<file path="src/rtl/sobel_frame_scheduler.sv">
// -----------------------------------------------------------------------------
// sobel_frame_scheduler
//   Moves one image frame from the SPI pixel receiver through the Sobel core.
//   It forwards received pixels to the core, tracks the input column and row,
//   injects zero pixels after the last input pixel so the core pipeline
//   empties, and buffers the core results in a small show-ahead FIFO that the
//   SPI transmit side pops.
//
// Ports
//   clk_i, reset_i          clock, asynchronous active-high reset
//   start_i                 begins a frame (honoured only when idle)
//   rx_px_i / rx_valid_i    pixel from the SPI receiver
//   sobel_px_o / _valid_o   pixel to the Sobel core (one cycle after rx)
//   sobel_px_i / _valid_i   result from the Sobel core
//   tx_px_o / tx_empty_o    FIFO head word (zero when empty) and empty flag
//   tx_pop_i                removes the FIFO head
//   col_o / row_o           position of the next input pixel
//   line_end_o              marks the last pixel of a row on the core side
//   busy_o / frame_done_o   frame in progress / one-cycle completion pulse
//   overflow_o              sticky FIFO overflow or unexpected rx pixel
// -----------------------------------------------------------------------------
module sobel_frame_scheduler #(
    parameter int PX_BITS      = 24,
    parameter int IMG_WIDTH    = 16,
    parameter int IMG_HEIGHT   = 16,
    parameter int FLUSH_PIXELS = 18,
    parameter int FIFO_DEPTH   = 4
) (
    input  logic                          clk_i,
    input  logic                          reset_i,
    input  logic                          start_i,
    input  logic [PX_BITS-1:0]            rx_px_i,
    input  logic                          rx_valid_i,
    output logic [PX_BITS-1:0]            sobel_px_o,
    output logic                          sobel_valid_o,
    input  logic [PX_BITS-1:0]            sobel_px_i,
    input  logic                          sobel_valid_i,
    output logic [PX_BITS-1:0]            tx_px_o,
    output logic                          tx_empty_o,
    input  logic                          tx_pop_i,
    output logic [$clog2(IMG_WIDTH)-1:0]  col_o,
    output logic [$clog2(IMG_HEIGHT)-1:0] row_o,
    output logic                          line_end_o,
    output logic                          busy_o,
    output logic                          frame_done_o,
    output logic                          overflow_o
);

    localparam int FRAME_PX = IMG_WIDTH * IMG_HEIGHT;
    localparam int CNT_W    = $clog2(FRAME_PX + 1);
    localparam int COL_W    = $clog2(IMG_WIDTH);
    localparam int ROW_W    = $clog2(IMG_HEIGHT);
    localparam int FL_W     = $clog2(FLUSH_PIXELS + 1);
    localparam int AW       = $clog2(FIFO_DEPTH);

    localparam logic [CNT_W-1:0] FRAME_PX_C  = CNT_W'(FRAME_PX);
    localparam logic [CNT_W-1:0] LAST_PX_C   = CNT_W'(FRAME_PX - 1);
    localparam logic [CNT_W-1:0] CNT_ONE_C   = CNT_W'(1);
    localparam logic [COL_W-1:0] COL_LAST_C  = COL_W'(IMG_WIDTH - 1);
    localparam logic [COL_W-1:0] COL_ONE_C   = COL_W'(1);
    localparam logic [ROW_W-1:0] ROW_LAST_C  = ROW_W'(IMG_HEIGHT - 1);
    localparam logic [ROW_W-1:0] ROW_ONE_C   = ROW_W'(1);
    localparam logic [FL_W-1:0]  FL_LAST_C   = FL_W'(FLUSH_PIXELS - 1);
    localparam logic [FL_W-1:0]  FL_ONE_C    = FL_W'(1);
    localparam logic [AW-1:0]    PTR_ONE_C   = AW'(1);
    localparam logic [AW:0]      FIFO_FULL_C = (AW+1)'(FIFO_DEPTH);
    localparam logic [AW:0]      FIFO_ONE_C  = (AW+1)'(1);

    typedef enum logic [2:0] {
        ST_IDLE  = 3'd0,
        ST_RUN   = 3'd1,
        ST_FLUSH = 3'd2,
        ST_DRAIN = 3'd3,
        ST_DONE  = 3'd4
    } state_t;

    state_t              state_r, state_nxt_s;
    logic [PX_BITS-1:0]  sobel_px_r;
    logic                sobel_valid_r, line_end_r, overflow_r;
    logic [COL_W-1:0]    col_r;
    logic [ROW_W-1:0]    row_r;
    logic [CNT_W-1:0]    in_cnt_r, out_cnt_r;
    logic [FL_W-1:0]     flush_cnt_r;
    logic [AW-1:0]       wr_ptr_r, rd_ptr_r;
    logic [AW:0]         fifo_cnt_r;
    logic [PX_BITS-1:0]  fifo_mem_r [FIFO_DEPTH];

    logic start_s, accept_s, flush_s, capture_s, rx_err_s;
    logic in_frame_s, full_s, empty_s, push_s, pop_s, drop_s;

    assign empty_s    = (fifo_cnt_r == '0);
    assign full_s     = (fifo_cnt_r == FIFO_FULL_C);
    assign pop_s      = tx_pop_i && !empty_s;
    // Results past the frame count are not counted as pushes or drops.
    assign in_frame_s = capture_s && (out_cnt_r < FRAME_PX_C);
    // A pop in the same cycle frees the slot, so push-at-full is legal then.
    assign push_s     = in_frame_s && (!full_s || pop_s);
    assign drop_s     = in_frame_s && full_s && !pop_s;

    // Next-state and per-cycle control strobes.
    always_comb begin
        state_nxt_s = state_r;
        start_s     = 1'b0;
        accept_s    = 1'b0;
        flush_s     = 1'b0;
        capture_s   = 1'b0;
        rx_err_s    = 1'b0;
        case (state_r)
            ST_IDLE: begin
                if (start_i) begin
                    start_s     = 1'b1;
                    state_nxt_s = ST_RUN;
                end else begin
                    state_nxt_s = ST_IDLE;
                end
            end
            ST_RUN: begin
                capture_s = sobel_valid_i;
                accept_s  = rx_valid_i;
                if (rx_valid_i && (in_cnt_r == LAST_PX_C)) begin
                    state_nxt_s = ST_FLUSH;
                end else begin
                    state_nxt_s = ST_RUN;
                end
            end
            ST_FLUSH: begin
                capture_s = sobel_valid_i;
                flush_s   = 1'b1;
                rx_err_s  = rx_valid_i;
                if (flush_cnt_r == FL_LAST_C) begin
                    state_nxt_s = ST_DRAIN;
                end else begin
                    state_nxt_s = ST_FLUSH;
                end
            end
            ST_DRAIN: begin
                capture_s = sobel_valid_i;
                rx_err_s  = rx_valid_i;
                if ((out_cnt_r == FRAME_PX_C) && empty_s) begin
                    state_nxt_s = ST_DONE;
                end else begin
                    state_nxt_s = ST_DRAIN;
                end
            end
            ST_DONE: begin
                rx_err_s    = rx_valid_i;
                state_nxt_s = ST_IDLE;
            end
            default: begin
                state_nxt_s = ST_IDLE;
            end
        endcase
    end

    // State register.
    always_ff @(posedge clk_i or posedge reset_i) begin
        if (reset_i) state_r <= ST_IDLE;
        else         state_r <= state_nxt_s;
    end

    // Core-side pixel stream: forwarded rx pixels, then zero flush pixels.
    always_ff @(posedge clk_i or posedge reset_i) begin
        if (reset_i) begin
            sobel_px_r    <= '0;
            sobel_valid_r <= 1'b0;
            line_end_r    <= 1'b0;
        end else if (accept_s) begin
            sobel_px_r    <= rx_px_i;
            sobel_valid_r <= 1'b1;
            line_end_r    <= (col_r == COL_LAST_C);
        end else if (flush_s) begin
            sobel_px_r    <= '0;
            sobel_valid_r <= 1'b1;
            line_end_r    <= 1'b0;
        end else begin
            sobel_px_r    <= '0;
            sobel_valid_r <= 1'b0;
            line_end_r    <= 1'b0;
        end
    end

    // Input position, input count and flush count.
    always_ff @(posedge clk_i or posedge reset_i) begin
        if (reset_i) begin
            col_r       <= '0;
            row_r       <= '0;
            in_cnt_r    <= '0;
            flush_cnt_r <= '0;
        end else if (start_s) begin
            col_r       <= '0;
            row_r       <= '0;
            in_cnt_r    <= '0;
            flush_cnt_r <= '0;
        end else begin
            if (accept_s) begin
                in_cnt_r <= in_cnt_r + CNT_ONE_C;
                if (col_r == COL_LAST_C) begin
                    col_r <= '0;
                    row_r <= (row_r == ROW_LAST_C) ? '0 : row_r + ROW_ONE_C;
                end else begin
                    col_r <= col_r + COL_ONE_C;
                end
            end
            if (flush_s) flush_cnt_r <= flush_cnt_r + FL_ONE_C;
        end
    end

    // Result count and sticky error flag.
    always_ff @(posedge clk_i or posedge reset_i) begin
        if (reset_i) begin
            out_cnt_r  <= '0;
            overflow_r <= 1'b0;
        end else if (start_s) begin
            out_cnt_r  <= '0;
            overflow_r <= 1'b0;
        end else begin
            if (in_frame_s)          out_cnt_r  <= out_cnt_r + CNT_ONE_C;
            if (drop_s || rx_err_s)  overflow_r <= 1'b1;
        end
    end

    // FIFO pointers and occupancy; a start flushes any leftover words.
    always_ff @(posedge clk_i or posedge reset_i) begin
        if (reset_i) begin
            wr_ptr_r   <= '0;
            rd_ptr_r   <= '0;
            fifo_cnt_r <= '0;
        end else if (start_s) begin
            wr_ptr_r   <= '0;
            rd_ptr_r   <= '0;
            fifo_cnt_r <= '0;
        end else begin
            if (push_s) wr_ptr_r <= wr_ptr_r + PTR_ONE_C;
            if (pop_s)  rd_ptr_r <= rd_ptr_r + PTR_ONE_C;
            case ({push_s, pop_s})
                2'b10:   fifo_cnt_r <= fifo_cnt_r + FIFO_ONE_C;
                2'b01:   fifo_cnt_r <= fifo_cnt_r - FIFO_ONE_C;
                default: fifo_cnt_r <= fifo_cnt_r;
            endcase
        end
    end

    // FIFO storage; contents are masked by the empty flag so need no reset.
    always_ff @(posedge clk_i) begin
        if (push_s) fifo_mem_r[wr_ptr_r] <= sobel_px_i;
    end

    assign sobel_px_o    = sobel_px_r;
    assign sobel_valid_o = sobel_valid_r;
    assign line_end_o    = line_end_r;
    assign col_o         = col_r;
    assign row_o         = row_r;
    assign overflow_o    = overflow_r;
    assign tx_empty_o    = empty_s;
    assign tx_px_o       = empty_s ? '0 : fifo_mem_r[rd_ptr_r];
    assign busy_o        = (state_r != ST_IDLE);
    assign frame_done_o  = (state_r == ST_DONE);

endmodule

</file>
<file path="config.mk">
export PLATFORM = sky130hd
export DESIGN_NAME = sobel_frame_scheduler
export DESIGN_NICKNAME = d
export VERILOG_FILES = /design/src/rtl/sobel_frame_scheduler.sv
export SDC_FILE = /design/constraint.sdc
export NUM_CORES = 1
export LEC_CHECK = 0
export ABC_AREA = 1
export CAP_MARGIN = 20
export CORE_MARGIN = 5
export CORE_UTILIZATION = 50
export DETAILED_ROUTE_END_ITERATION = 10
export GPL_TIMING_DRIVEN = 0
export PLACE_DENSITY = 0.74
export SYNTH_ARGS = -nofsm -noshare
export SYNTH_HDL_FRONTEND = slang
export SYNTH_SLANG_ARGS = --single-unit
</file>
<file path="constraint.sdc">
create_clock -name clk_i -period 3.72 [get_ports clk_i]
set_clock_uncertainty 0.15 [all_clocks]
set_input_delay 0.372 -clock clk_i [delete_from_list [all_inputs] [get_ports clk_i]]
set_output_delay 0.372 -clock clk_i [all_outputs]
set_load 0.005 [all_outputs]
</file>
[After elaboration in Yosys (flattened, before gate mapping)]
Memory sizes are Yosys's and may differ from the RTL's.
Index checks and enable logic that the tools add are counted.
Storage, ports and cells
  flip-flop bits (word level): 68
  latch bits: 0
  memory bits (writable): 96
  ROM bits: 0
  input port bits: 54
  output and inout port bits: 62
  logic and storage cells: 101
  memories: 1
Memories
  fifo_mem_r: words 4, bits a word 24, read ports 1, clocked after Yosys merged registers in 0, wr ports 1, line 86  | logic [PX_BITS-1:0] fifo_mem_r [FIFO_DEPTH];
Operators by class
  add/subtract/negate cells: 9
  $mul: 0
  divide/modulo/power cells: 0
  magnitude comparators: 1
  eq/ne operators: 12
  shift-type cells: 0
  muxes and demuxes: 39
  bitwise operators: 0
  reductions and logical operators: 26
Operator list (number)
  $mux W24: 2
  $mux W9: 4
  $mux W4: 7
  $add A9 B1 Y9 const B: 2
  $mux W1: 15
  $reduce_bool A2 Y1: 7
  $pmux W3 S4: 1
  $mux W2: 5
  $mux W5: 2
  $eq A9 B8 Y1 const B: 1
  $eq A9 B9 Y1 const B: 1
  $lt A9 B9 Y1 const B: 1
  $add A4 B1 Y4 const B: 2
  $eq A4 B4 Y1 const B: 2
  $logic_and A1 B1 Y1: 7
  $eq A3 B2 Y1 const B: 2
  $eq A3 B3 Y1 const B: 2
  $logic_not A3 Y1: 2
  $mux W3: 2
  $pmux W3 S2: 1
  $reduce_bool A3 Y1: 2
  $reduce_or A3 Y1: 2
  $add A5 B1 Y5 const B: 1
  $eq A5 B5 Y1 const B: 1
  9 further kinds: 13

[Longest topological paths before layout]
Gate-level depths: netlist of the first run.
  word-level depth: 9
  mapped depth: 11
  mapped depth without buffers: 11

[Worst setup path after synthesis of the first run]
OpenSTA, ideal clock, no wires.
  kind: flip-flop to flip-flop
  start: register state_r[2]
  end: memory fifo_mem_r[0][0], enable pin
  arrival: 1967 ps
  required time: 3165 ps
  path slack: 1198 ps
  stages on the path, launching flop included: 6
  path buffers: 0
  period minus slack after synthesis: 2522 ps
  cell sequence: dfrtp_1 > inv_2 > nand3_1 > nor2_4 > nand2_1 > nor2_1
On the way
  word-level cells in the longest chain between the ends: 7
  elaborated cells between the ends (all ways): 9
RTL lines
  start, declared: line 77  | state_t state_r, state_nxt_s;
  start signal, assigned: line 158  | else state_r <= state_nxt_s;
  $eq A3 B2 Y1 / $eq A3 B1 Y1 (equally long branches): line 108  | case (state_r)
  $reduce_or A3 Y1 (no source line) *
  $mux W1 *: line 108
  $logic_and A1 B1 Y1 *: line 95  | assign in_frame_s = capture_s && (out_cnt_r < FRAME_PX_C);
  $logic_and A1 B1 Y1 *: line 97  | assign push_s = in_frame_s && (!full_s || pop_s);
  $mux W1 *: line 245  | if (push_s) fifo_mem_r[wr_ptr_r] <= sobel_px_i;
  $mux W1 (not written as such) *: line 245
  end, declared: line 86
Mark *: on every way between the ends. The rest lies on a longest branch, timed or not.

[Worst setup path after layout of the first run]
  start: register rd_ptr_r[0]
  end: output tx_px_o[18]
On the way
  word-level cells in the longest chain between the ends: 2
RTL lines
  start, declared: line 84  | logic [AW-1:0] wr_ptr_r, rd_ptr_r;
  start signal, assigned: line 234  | if (pop_s) rd_ptr_r <= rd_ptr_r + PTR_ONE_C;
  $mem_v2 Z4 W24
  $mux W24: line 255  | assign tx_px_o = empty_s ? '0 : fifo_mem_r[rd_ptr_r];
  end, declared: line 38  | output logic [PX_BITS-1:0] tx_px_o,
Every way passes these cells.

==> results of run 1 <==
==> cell type report <==
class | count | share of cell area, %
sequential | 164 | 50.9
multi-input combinational | 403 | 21.9
timing repair buffer | 119 | 13.6
clock buffer | 17 | 4.72
inverter | 73 | 3.07
tap | 180 | 2.50
clock inverter | 15 | 2.13
buffer | 25 | 1.18
==> cells in the mapped netlist <==
cell,number
clkbuf_1,13
xor2_1,7
nor3_1,10
edfxtp_1,96
buf_1,2
nand3_1,35
o21ai_0,66
a211oi_1,1
nand2_2,2
clkinv_1,2
dfrtp_1,68
nand3b_1,1
or2_2,1
inv_1,69
nor2_2,2
nand3_2,3
nor4_1,2
a21oi_1,37
o21ai_1,2
nor2_1,145
nor2_4,3
ha_1,12
nand4_2,1
nand2_1,60
o22ai_1,1
fa_1,1
buf_2,10
o21a_1,2
inv_2,2
nand4_1,9
==> kinds of logic after synthesis <==
family,count (synthesis)
and+or+nand+nor,274
DFF,164
xor gates and xnor gates,7
AOI/OAI and AO/OA,109
buffers and inverters,98
adders and majority gates,13
==> per-layer routing <==
layer  global-route usage, %  part of all wire (%)  routed length [microns]  vias to the layer above
li1                        -                     -                        -                     2499
met1                    24.7                    41                     6490                     2549
met2                    33.9                    51                     8200                      183
met3                    5.29                   6.6                     1050                       18
met4                    7.87                   1.5                      243                        0
met5                       0                     0                        0                        -
==> state kept, by name, summed over array words and instances (netlist names) <==
| signal | cells |
|---|---|
| col_o | 4 |
| fifo_cnt_r | 3 |
| fifo_mem_r | 96 |
| flush_cnt_r | 5 |
| in_cnt_r | 9 |
| line_end_o | 1 |
| out_cnt_r | 9 |
| overflow_o | 1 |
| rd_ptr_r | 2 |
| row_o | 4 |
| sobel_px_o | 24 |
| sobel_valid_o | 1 |
| state_r | 3 |
| wr_ptr_r | 2 |
==> where the power goes <==
part	total [mW]	leakage, nW	internal (mW)	switching (mW)
registers	2.47	1.78	2.30	0.169
clock network	1.81	0.304	1.07	0.736
logic	2.50	1.60	1.08	1.42
==> through the flow <==
step,setup WS (ns),utilization [%],cells
finish,0.491,65.7,996
global route,0.323,65.7,996
CTS,0.483,65.7,996
detailed placement,0.814,61.2,964
global placement,-0.0205,60.5,960
floorplan,1.20,-,665
==> final timing paths <==
path                                    startpoint                          end  slack [ns]
setup / recovery           rd_ptr_r[0]$_DFFE_PP0P_                  tx_px_o[18]        0.49
hold / removal                             reset_i     sobel_px_o[11]$_DFF_PP0_        0.29
setup reg to reg              state_r[2]$_DFF_PP0_  fifo_mem_r[2][18]$_DFFE_PP_        1.18
hold reg to reg            in_cnt_r[6]$_DFFE_PP0P_      in_cnt_r[6]$_DFFE_PP0P_        0.31
max in group asynchronous                  reset_i     out_cnt_r[0]$_DFFE_PP0P_        2.55
min in group clk_i                      rx_px_i[9]      sobel_px_o[9]$_DFF_PP0_        0.30
==> results.md, run 1 <==
- Post-CTS Setup Bufs: 0
- Die Ht: 128 microns
- Sequential area share after synthesis: 66.2%
- Cell family with most CP delay: buffers and inverters
- Post-Synth Adder-Cell Area: 2.46%
- Worst rel slew slack: 44.3%
- Layout cells sized above 1: 7.84%
- Core area: 13700 sq um
- Total GRT Usage: 20.1%
- Diode count: 0
- Worst path depth: 7
- Grt total ovfl: 0
- CTS tree: yes
- Vias in the first global route: 5285
- Row Count: 43
- Routed vias/inst: 5.27
- Initial DRT Pass Iterations: 5
- Most used cell, CP: buf_2
- Clk sink count: 164
- Most frequent cells in the layout: nor2_1 (141), clkdlybuf4s50_1 (115), edfxtp_1 (96)
- Most common cell after layout, fill and taps aside: nor2_1
- Vias post-DR: 5249
- Register area: 4580 sq um
- Post-synthesis mux area share: 0%
- CTS buffer count: 17
- Worst Reg-to-Reg Cells: 6
- #FFs+latches synth: 164
- Setup TNS: 0 ns
- WL final: 16000 microns
- Post-synthesis simple-gate area fraction: 17.0%
- HPWL Detailed: 10800 microns
- RePlAce Congestion: 0.797
- Minimum clock period after layout: 3.23 ns
- Post-cts resize count: 0
- # port buffers: 115
- Worst setup SP type: register
- Arr. time, crit path: 2.71 ns
- Mapped cell area: 6930 sq um
- Max frequency: 0.310 GHz
- Largest net degree at the start of global routing: 69
- Yosys top cell by area: edfxtp_1
- Hold Crit Class: primary input to async pin
- Critical path, cell by cell: buf_2 > inv_1 > clkbuf_1 > buf_2 > o21ai_0 > a21oi_1 > clkdlybuf4s50_1
- Initial antenna violation count: 0
- Synthesized instance count: 665
- CTS clk-pin slew, worst paths: 0.07 ns
- Drt drc: 0
- Main combinational cell family by area after synthesis: simple AND/OR/NAND/NOR gates
- Syn. warnings: 0
- Worst-Skew Late Latency: 0.42 ns
- Fin area: 9010 sq um
- Die area: 16300 sq um
- First-pass GRT wire length: 25500 microns
- Maxcap violations: 0
- CTS max path bufs: 2
- CP max stage delay: 0.55 ns
- Avg Cell Area, Syn: 10.4 sq um
- PD cells: 753 nW/um^2
- Worst hold slack: 0.294 ns
- Area delta synth->final: 30.0%
- Hold Buf Count CTS: 0
- Area fraction of the dominant cell type after synthesis: 41.6%
- Crit path kind: register to primary output
- Status: completed
- Worst-path fanout max: 10
- Slew Viols, Final: 0
- Worst Max-Slew Pin Slew: 0.836 ns
- Root Driver: clkbuf_16
- Area of the multi-input gates: 1970 sq um
- Compound-Gate Fraction of Synth Area: 8.00%
- Xor/xnor share of the synthesized area: 0.885%
- Chip Width: 128 microns
- Setup violations, final: 0
- Placed inst area: 8390 sq um
- Largest cells by area after synthesis: edfxtp_1 (42%), dfrtp_1 (25%), nor2_1 (7.9%)
- Worst endpoint required time: 3.20 ns
- H-tree depth: 4
- Final cycle utilization of the critical path: 86.8%
- Synth cell types: 30
- Critical-path top delay cell: clkdlybuf4s50_1
- Worst setup EP type: primary output
- Syn Nets: 732
- Leak Pwr: 3.69 nW
- Routed wire per std cell: 16.0 microns
- Starting Density: 50.5%
- Worst path bufs/invs: 5
- Max rail drop VDD: 0.393 mV
- Fill cells: 1056
- Power consumption: 6.78 mW
- Io pins: 116
- Initial DRC count: 397
- Layout net count: 870
- Final Hold Fails: 0
- Routed Antenna Nets: 0
- RSZ-0062 raised after global routing: no
Power figures use the tool's default switching activity.
==> inputs of run 2 (changes only) <==
--- a/config.mk
+++ b/config.mk
@@ -9,6 +9,7 @@
 export CAP_MARGIN = 20
 export CORE_MARGIN = 5
 export CORE_UTILIZATION = 50
+export CTS_CLUSTER_DIAMETER = 200
 export DETAILED_ROUTE_END_ITERATION = 10
 export GPL_TIMING_DRIVEN = 0
 export PLACE_DENSITY = 0.74
==> results of run 2 <==
Final layout, timing and power as in run 1 (identical DEF).
